===== src/rtl/ts_cc_monitor.sv =====
// Continuity-counter monitor for one aligned MPEG-2 TS stream: header parse, per-PID CC table, QoS flags.
// Optional TS_DISC_IND_EN: honour the adaptation-field discontinuity_indicator by skipping the CC check.
module ts_cc_monitor #(
  parameter int NUM_PIDS = 8,
  parameter int CNT_W    = 16
) (
  input  logic             clk,
  input  logic             rst,
  input  logic [7:0]       byte_in,
  input  logic             byte_valid,
  input  logic             sync_lock,
  input  logic             cnt_clr,
  output logic             pkt_done,
  output logic [12:0]      pid_out,
  output logic [3:0]       cc_out,
  output logic             cc_err,
  output logic             tei_err,
  output logic             table_full,
  output logic             sync_err,
  output logic [CNT_W-1:0] cc_err_count
);
  localparam int IDX_W = (NUM_PIDS > 1) ? $clog2(NUM_PIDS) : 1;

  typedef enum logic {HUNT, PKT} state_t;
  state_t state, state_next;
  logic [7:0] idx, idx_next;
  logic eval, sync_miss;

  logic        hdr_tei;
  logic [12:0] hdr_pid;
  logic [1:0]  hdr_afc;
  logic [3:0]  hdr_cc;

  logic [NUM_PIDS-1:0] tbl_valid;
  logic [12:0]         tbl_pid [NUM_PIDS];
  logic [3:0]          tbl_cc  [NUM_PIDS];
  logic [NUM_PIDS-1:0] tbl_dup;

  logic             hit, free;
  logic [IDX_W-1:0] hit_idx, free_idx, wr_idx;
  logic             is_null, disc_skip, err_c, full_c, wr_en, wr_dup;
  logic [3:0]       stored_cc, cc_inc;
  logic             stored_dup;

  always_ff @(posedge clk or negedge rst) begin
    if (!rst) begin
      state <= HUNT;
      idx   <= '0;
    end else begin
      state <= state_next;
      idx   <= idx_next;
    end
  end

  // Loss of lock overrides everything, including a byte presented in the same cycle.
  always_comb begin
    state_next = state;
    idx_next   = idx;
    eval       = 1'b0;
    sync_miss  = 1'b0;
    if (!sync_lock) begin
      state_next = HUNT;
      idx_next   = '0;
    end else if (byte_valid) begin
      case (state)
        HUNT: if (byte_in == 8'h47) begin
          state_next = PKT;
          idx_next   = 8'd1;
        end
        PKT: if (idx == 8'd0) begin
          if (byte_in == 8'h47) idx_next = 8'd1;
          else begin
            sync_miss  = 1'b1;
            state_next = HUNT;
          end
        end else if (idx == 8'd187) begin
          eval     = 1'b1;
          idx_next = '0;
        end else begin
          idx_next = idx + 8'd1;
        end
        default: state_next = HUNT;
      endcase
    end
  end

`ifdef TS_DISC_IND_EN
  logic hdr_aflen_nz, hdr_disc;
  assign disc_skip = hdr_afc[1] && hdr_aflen_nz && hdr_disc;
`else
  assign disc_skip = 1'b0;
`endif

  always_ff @(posedge clk or negedge rst) begin
    if (!rst) begin
      hdr_tei <= 1'b0;
      hdr_pid <= '0;
      hdr_afc <= '0;
      hdr_cc  <= '0;
`ifdef TS_DISC_IND_EN
      hdr_aflen_nz <= 1'b0;
      hdr_disc     <= 1'b0;
`endif
    end else if (state == PKT && byte_valid && sync_lock) begin
      case (idx)
        8'd1: begin
          hdr_tei       <= byte_in[7];
          hdr_pid[12:8] <= byte_in[4:0];
        end
        8'd2: hdr_pid[7:0] <= byte_in;
        8'd3: begin
          hdr_afc <= byte_in[5:4];
          hdr_cc  <= byte_in[3:0];
        end
`ifdef TS_DISC_IND_EN
        8'd4: hdr_aflen_nz <= (byte_in != 8'd0);
        8'd5: hdr_disc     <= byte_in[7];
`endif
        default: ;
      endcase
    end
  end

  always_comb begin
    hit      = 1'b0;
    hit_idx  = '0;
    free     = 1'b0;
    free_idx = '0;
    for (int unsigned i = 0; i < NUM_PIDS; i++) begin
      if (tbl_valid[i] && tbl_pid[i] == hdr_pid && !hit) begin
        hit     = 1'b1;
        hit_idx = i[IDX_W-1:0];
      end
      if (!tbl_valid[i] && !free) begin
        free     = 1'b1;
        free_idx = i[IDX_W-1:0];
      end
    end
  end

  assign is_null    = (hdr_pid == 13'h1FFF);
  assign stored_cc  = tbl_cc[hit_idx];
  assign stored_dup = tbl_dup[hit_idx];
  assign cc_inc     = stored_cc + 4'd1;

  // Every check on a tracked PID rewrites its CC so the monitor resynchronises after an error.
  always_comb begin
    err_c  = 1'b0;
    full_c = 1'b0;
    wr_en  = 1'b0;
    wr_idx = hit_idx;
    wr_dup = stored_dup;
    if (!is_null) begin
      if (hit) begin
        wr_en = 1'b1;
        if (disc_skip) wr_dup = 1'b0;
        else if (!hdr_afc[0]) err_c = (hdr_cc != stored_cc);
        else if (hdr_cc == cc_inc) wr_dup = 1'b0;
        else if (hdr_cc == stored_cc && !stored_dup) wr_dup = 1'b1;
        else begin
          err_c  = 1'b1;
          wr_dup = 1'b0;
        end
      end else if (free) begin
        wr_en  = 1'b1;
        wr_idx = free_idx;
        wr_dup = 1'b0;
      end else begin
        full_c = 1'b1;
      end
    end
  end

  always_ff @(posedge clk or negedge rst) begin
    if (!rst) begin
      pkt_done     <= 1'b0;
      pid_out      <= '0;
      cc_out       <= '0;
      cc_err       <= 1'b0;
      tei_err      <= 1'b0;
      table_full   <= 1'b0;
      sync_err     <= 1'b0;
      cc_err_count <= '0;
      tbl_valid    <= '0;
      tbl_dup      <= '0;
      for (int unsigned i = 0; i < NUM_PIDS; i++) begin
        tbl_pid[i] <= '0;
        tbl_cc[i]  <= '0;
      end
    end else begin
      pkt_done   <= eval;
      cc_err     <= eval && err_c;
      tei_err    <= eval && !is_null && hdr_tei;
      table_full <= eval && full_c;
      sync_err   <= sync_miss;
      if (eval) begin
        pid_out <= hdr_pid;
        cc_out  <= hdr_cc;
      end
      if (cnt_clr) cc_err_count <= '0;
      else if (eval && err_c && cc_err_count != '1) cc_err_count <= cc_err_count + 1'b1;
      if (eval && wr_en) begin
        for (int unsigned i = 0; i < NUM_PIDS; i++) begin
          if (i[IDX_W-1:0] == wr_idx) begin
            tbl_valid[i] <= 1'b1;
            tbl_pid[i]   <= hdr_pid;
            tbl_cc[i]    <= hdr_cc;
            tbl_dup[i]   <= wr_dup;
          end
        end
      end
    end
  end
endmodule


===== config.mk =====
export PLATFORM = sky130hd
export DESIGN_NAME = ts_cc_monitor
export DESIGN_NICKNAME = d
export VERILOG_FILES = /design/src/rtl/ts_cc_monitor.sv
export SDC_FILE = /design/constraint.sdc
export NUM_CORES = 1
export LEC_CHECK = 0
export ABC_AREA = 1
export CAP_MARGIN = 10
export CORE_ASPECT_RATIO = 2
export CORE_MARGIN = 1.5
export CORE_UTILIZATION = 55
export CTS_CLUSTER_DIAMETER = 200
export DETAILED_ROUTE_END_ITERATION = 8
export PLACE_DENSITY = 0.73
export SYNTH_ARGS = -nofsm -noshare
export SYNTH_HDL_FRONTEND = slang
export SYNTH_SLANG_ARGS = --single-unit
export TNS_END_PERCENT = 100

===== constraint.sdc =====
create_clock -name clk -period 3.8 [get_ports clk]
set_input_delay 0.76 -clock clk [delete_from_list [all_inputs] [get_ports clk]]
set_output_delay 0.76 -clock clk [all_outputs]
set_load 0.02 [all_outputs]

==> impl_results.md <==
- Worst r2r path cells: 27
- Synth top area share: 0.451
- Largest net degree at the start of global routing: 97
- Post-synthesis cell count: 1717
- TritonCTS clock tree: done
- Required @ worst endpoint: 4.26 ns
- Fmax: 271 MHz
- Multiplexer area fraction after synthesis: 0
- Commonest register cell after synthesis: dfrtp_1
- Crit Path Class: register to register
- Outcome: complete, no violations
- Fillers: 1893
- Worst slew pin tran: 0.839 ns
- First-pass GRT wire length: 61.8 mm
- Nets: 1848
- Leak pwr: 7.23 nW
- Die area: 0.0230 mm^2
- H-tree depth: 1
- Overflow after GRT: 0
- Setup violators final: 0
- Clock Skew: 0.0129 ns
- Post-synthesis sequential area ratio: 0.451
- Most numerous cell in the Yosys netlist: nand2_1
- Post-synth top cells: nand2_1 (618), dfrtp_1 (218), o21ai_0 (194)
- DP Wirelength: 29.7 mm
- Largest family of logic cells by synthesized area: simple AND/OR/NAND/NOR gates
- # Max-Cap Violations: 0
- Clk root buf: clkbuf_16
- PnR worst setup slack: 0.104 ns
- Top cells by area, synth: dfrtp_1 (45%), nand2_1 (19%), o21ai_0 (8.0%)
- Post-synth cell types: 47
- Initial DRC Count: 995
- R2R Path Start: hdr_pid[12]
- Area growth from synthesis to layout: 20.8%
- Share of cells above drive strength 1: 0.133
- Critical Path Start Type: register
- Via density: 5.59
- Slew Limit Headroom: 0.436
- Via count: 11800
- Row Count: 76
- Mapped Avg Cell Area: 7.05 um^2
- CTS sink count: 218
- Starting Density: 0.561
- Final WL: 41.1 mm
- RSZ-0062 raised after global routing: true
- CORE AREA: 0.0216 mm^2
- XOR/XNOR share of the synthesized area: 0.00796
- Initial antenna violation count: 0
- Die Ht: 213 um
- Final Hold Viols: 0
- Final Wtd Congestion: 0.987
- Die width: 108 um
- VDD IR-drop max: 355 uV
- Crit path capture type: register
- Final Max Slew Viols: 0
- Worst-path clk slew: 0.06 ns
- Worst path arrival time: 4.15 ns
- Post-DR wirelength/cell: 19.4 um
- Class of the worst hold path: input port to asynchronous set/reset pin
- Synth Area in Adders: 0.00620
- Synthesized cell area: 0.0121 mm^2
- Largest area contributor in the netlist: dfrtp_1
- Diodes inserted: 0
- Critical path peak fanout: 7
- Vias in the first global route: 11600
- Maximum root-to-sink buffer count: 3
- Worst-skew pair later-pin latency: 0.53 ns
- Total track usage: 0.360
- Post-synthesis register bit count: 218
- Synth warn: 0
- Fraction of the mapped netlist area in compound gates: 0.112
- DRT Pass-1 Iters: 6
- Power Total: 0.00477 W
- Syn_nets: 1736
- Ys async rst share: 1.00
- Internal reg-to-reg setup slack: 0.10 ns
- Final worst-path cycle share: 0.973
- Pwr/cell area: 326 mW/mm^2
- Worst r2r dst: cc_err_count[8]
- Post-synth EDFFs: 0
- CTS buffer count: 22
- Place WS: -0.0372 ns
- Port buffer count: 50
- Drt drc: 0
- Num ports: 51
- Tmin final: 3.70 ns
- Detail Route Antenna Nets: 0
- Area share of and/or/nand/nor cells after synthesis: 0.335
==> final cells by class <==
cell class	count	area [um^2]	share of cell area
flip-flops and latches	218	5460	0.373
repair inverters	3	15.0	0.00103
inverters	201	812	0.0555
clock buffers	28	634	0.0434
clock inverters	11	104	0.00710
multi-input cells	1237	5810	0.397
repair buffers	146	1450	0.0994
well taps	273	342	0.0233
==> worst max-delay path, cell delays in order, from the launching register on <==
cell and delay, ns:
dfrtp_1 0.42, clkinv_4 0.12, buf_12 0.16, buf_4 0.14, nand2_1 0.12, nand2_1 0.06, nor3_1 0.13, nand2_1 0.08
nor2_1 0.11, nand3_2 0.18, a21oi_2 0.20, nor2_2 0.08, buf_4 0.16, inv_1 0.12, nand3_1 0.09, nand3_1 0.16
nand3_1 0.15, nand2_4 0.12, nand2_1 0.06, nand2_1 0.05, nor2_1 0.05, nand3_2 0.11, nand3_4 0.18, nor2_4 0.26
nand3_2 0.08, nand2_1 0.07, inv_1 0.04, nor2_2 0.08
==> stage by stage <==
stage                       TNS, ns  hold WS, ns  instances  instance area (um^2)  utilization
after CTS                         0        0.279       2086                 14000        0.651
after detailed placement    -0.0677        0.470       2047                 13300        0.615
final                             0        0.224       2117                 14600        0.678
after global placement    -0.000943        0.463       2047                 13300        0.615
after floorplan                   0        0.444       1717                 12100            -
after global routing          -1.41        0.286       2117                 14600        0.678
==> power by group <==
group,internal (W),switching [W]
clock network,0.00126,0.000975
registers,0.00233,0.00000646
logic,0.0000644,0.000127
total,0.00366,0.00111
==> metal layers <==
layer | up-vias | share of wire | global-route usage
met5 | - | 0 | 0
met1 | 5553 | 0.34 | 0.361
met3 | 193 | 0.048 | 0.0409
met2 | 423 | 0.52 | 0.660
met4 | 0 | 0.092 | 0.280
li1 | 5672 | - | -
==> cell usage in the layout, fill, tap and decap left out, drive strengths merged <==
cell type	synthesis	final
a21bo	1	1
nor2	163	163
nand3	91	92
clkbuf	34	29
o221ai	1	1
dfrtp	218	218
clkinvlp	0	2
nor3	21	21
a41oi	1	1
a211oi	6	6
nand2	628	628
a31oi	2	2
clkinv	3	16
buf	28	96
a311oi	1	1
o211ai	3	3
xor2	5	5
o21ai	205	205
clkdlybuf4s50	0	49
o21a	2	2
nand4	30	30
nand3b	6	6
o2111a	1	1
and2	3	3
nor3b	3	3
xnor2	6	6
nor4	7	7
a21oi	23	23
o21bai	1	1
ha	6	6
o22ai	7	7
inv	198	196
or2	12	12
o31ai	1	1
bufinv	0	1
==> what timing repair did <==
action                     4_1_cts  5_1_grt
buffers inserted                 0       26
cloned                           0        5
setup endpoints to repair        5       29
pin swaps                        1       25
hold buffers                     0        0
resized for setup               11       82
==> kinds of logic (layout without fill, tap and decap cells) <==
family / Yosys count / in the layout
AND/OR/NAND/NOR: 964 / 965
buffers and inverters: 263 / 389
AO/OA/AOI/OAI: 255 / 255
flip-flops: 218 / 218
XOR/XNOR: 11 / 11
adder cells (fa/ha/maj): 6 / 6
==> worst max-delay path by stage <==
stage | cells after the start | start | to | slack, ns
after global routing | 28 | hdr_pid[8] | cc_err_count[8] | -0.14
after floorplan | 30 | hdr_pid[5] | cc_err_count[5] | 0.52
after global placement | 27 | hdr_pid[0] | cc_err_count[5] | -0.0009
after detailed placement | 26 | hdr_pid[0] | cc_err_count[10] | -0.04
final | 27 | hdr_pid[12] | cc_err_count[8] | 0.10
after CTS | 27 | hdr_pid[12] | cc_err_count[10] | 0.001
==> flip-flops by register name (all words and copies together), names as in the netlist <==
name and cells:
tbl_pid 104, hdr_pid 13, table_full 1, cc_out 4, pid_out 13, tei_err 1
cc_err 1, hdr_afc 1, tbl_dup 8, tbl_cc 32, hdr_cc 4, sync_err 1
hdr_tei 1, cc_err_count 16, tbl_valid 8, state 1, idx 8, pkt_done 1
(Power assumes the default switching activity.)
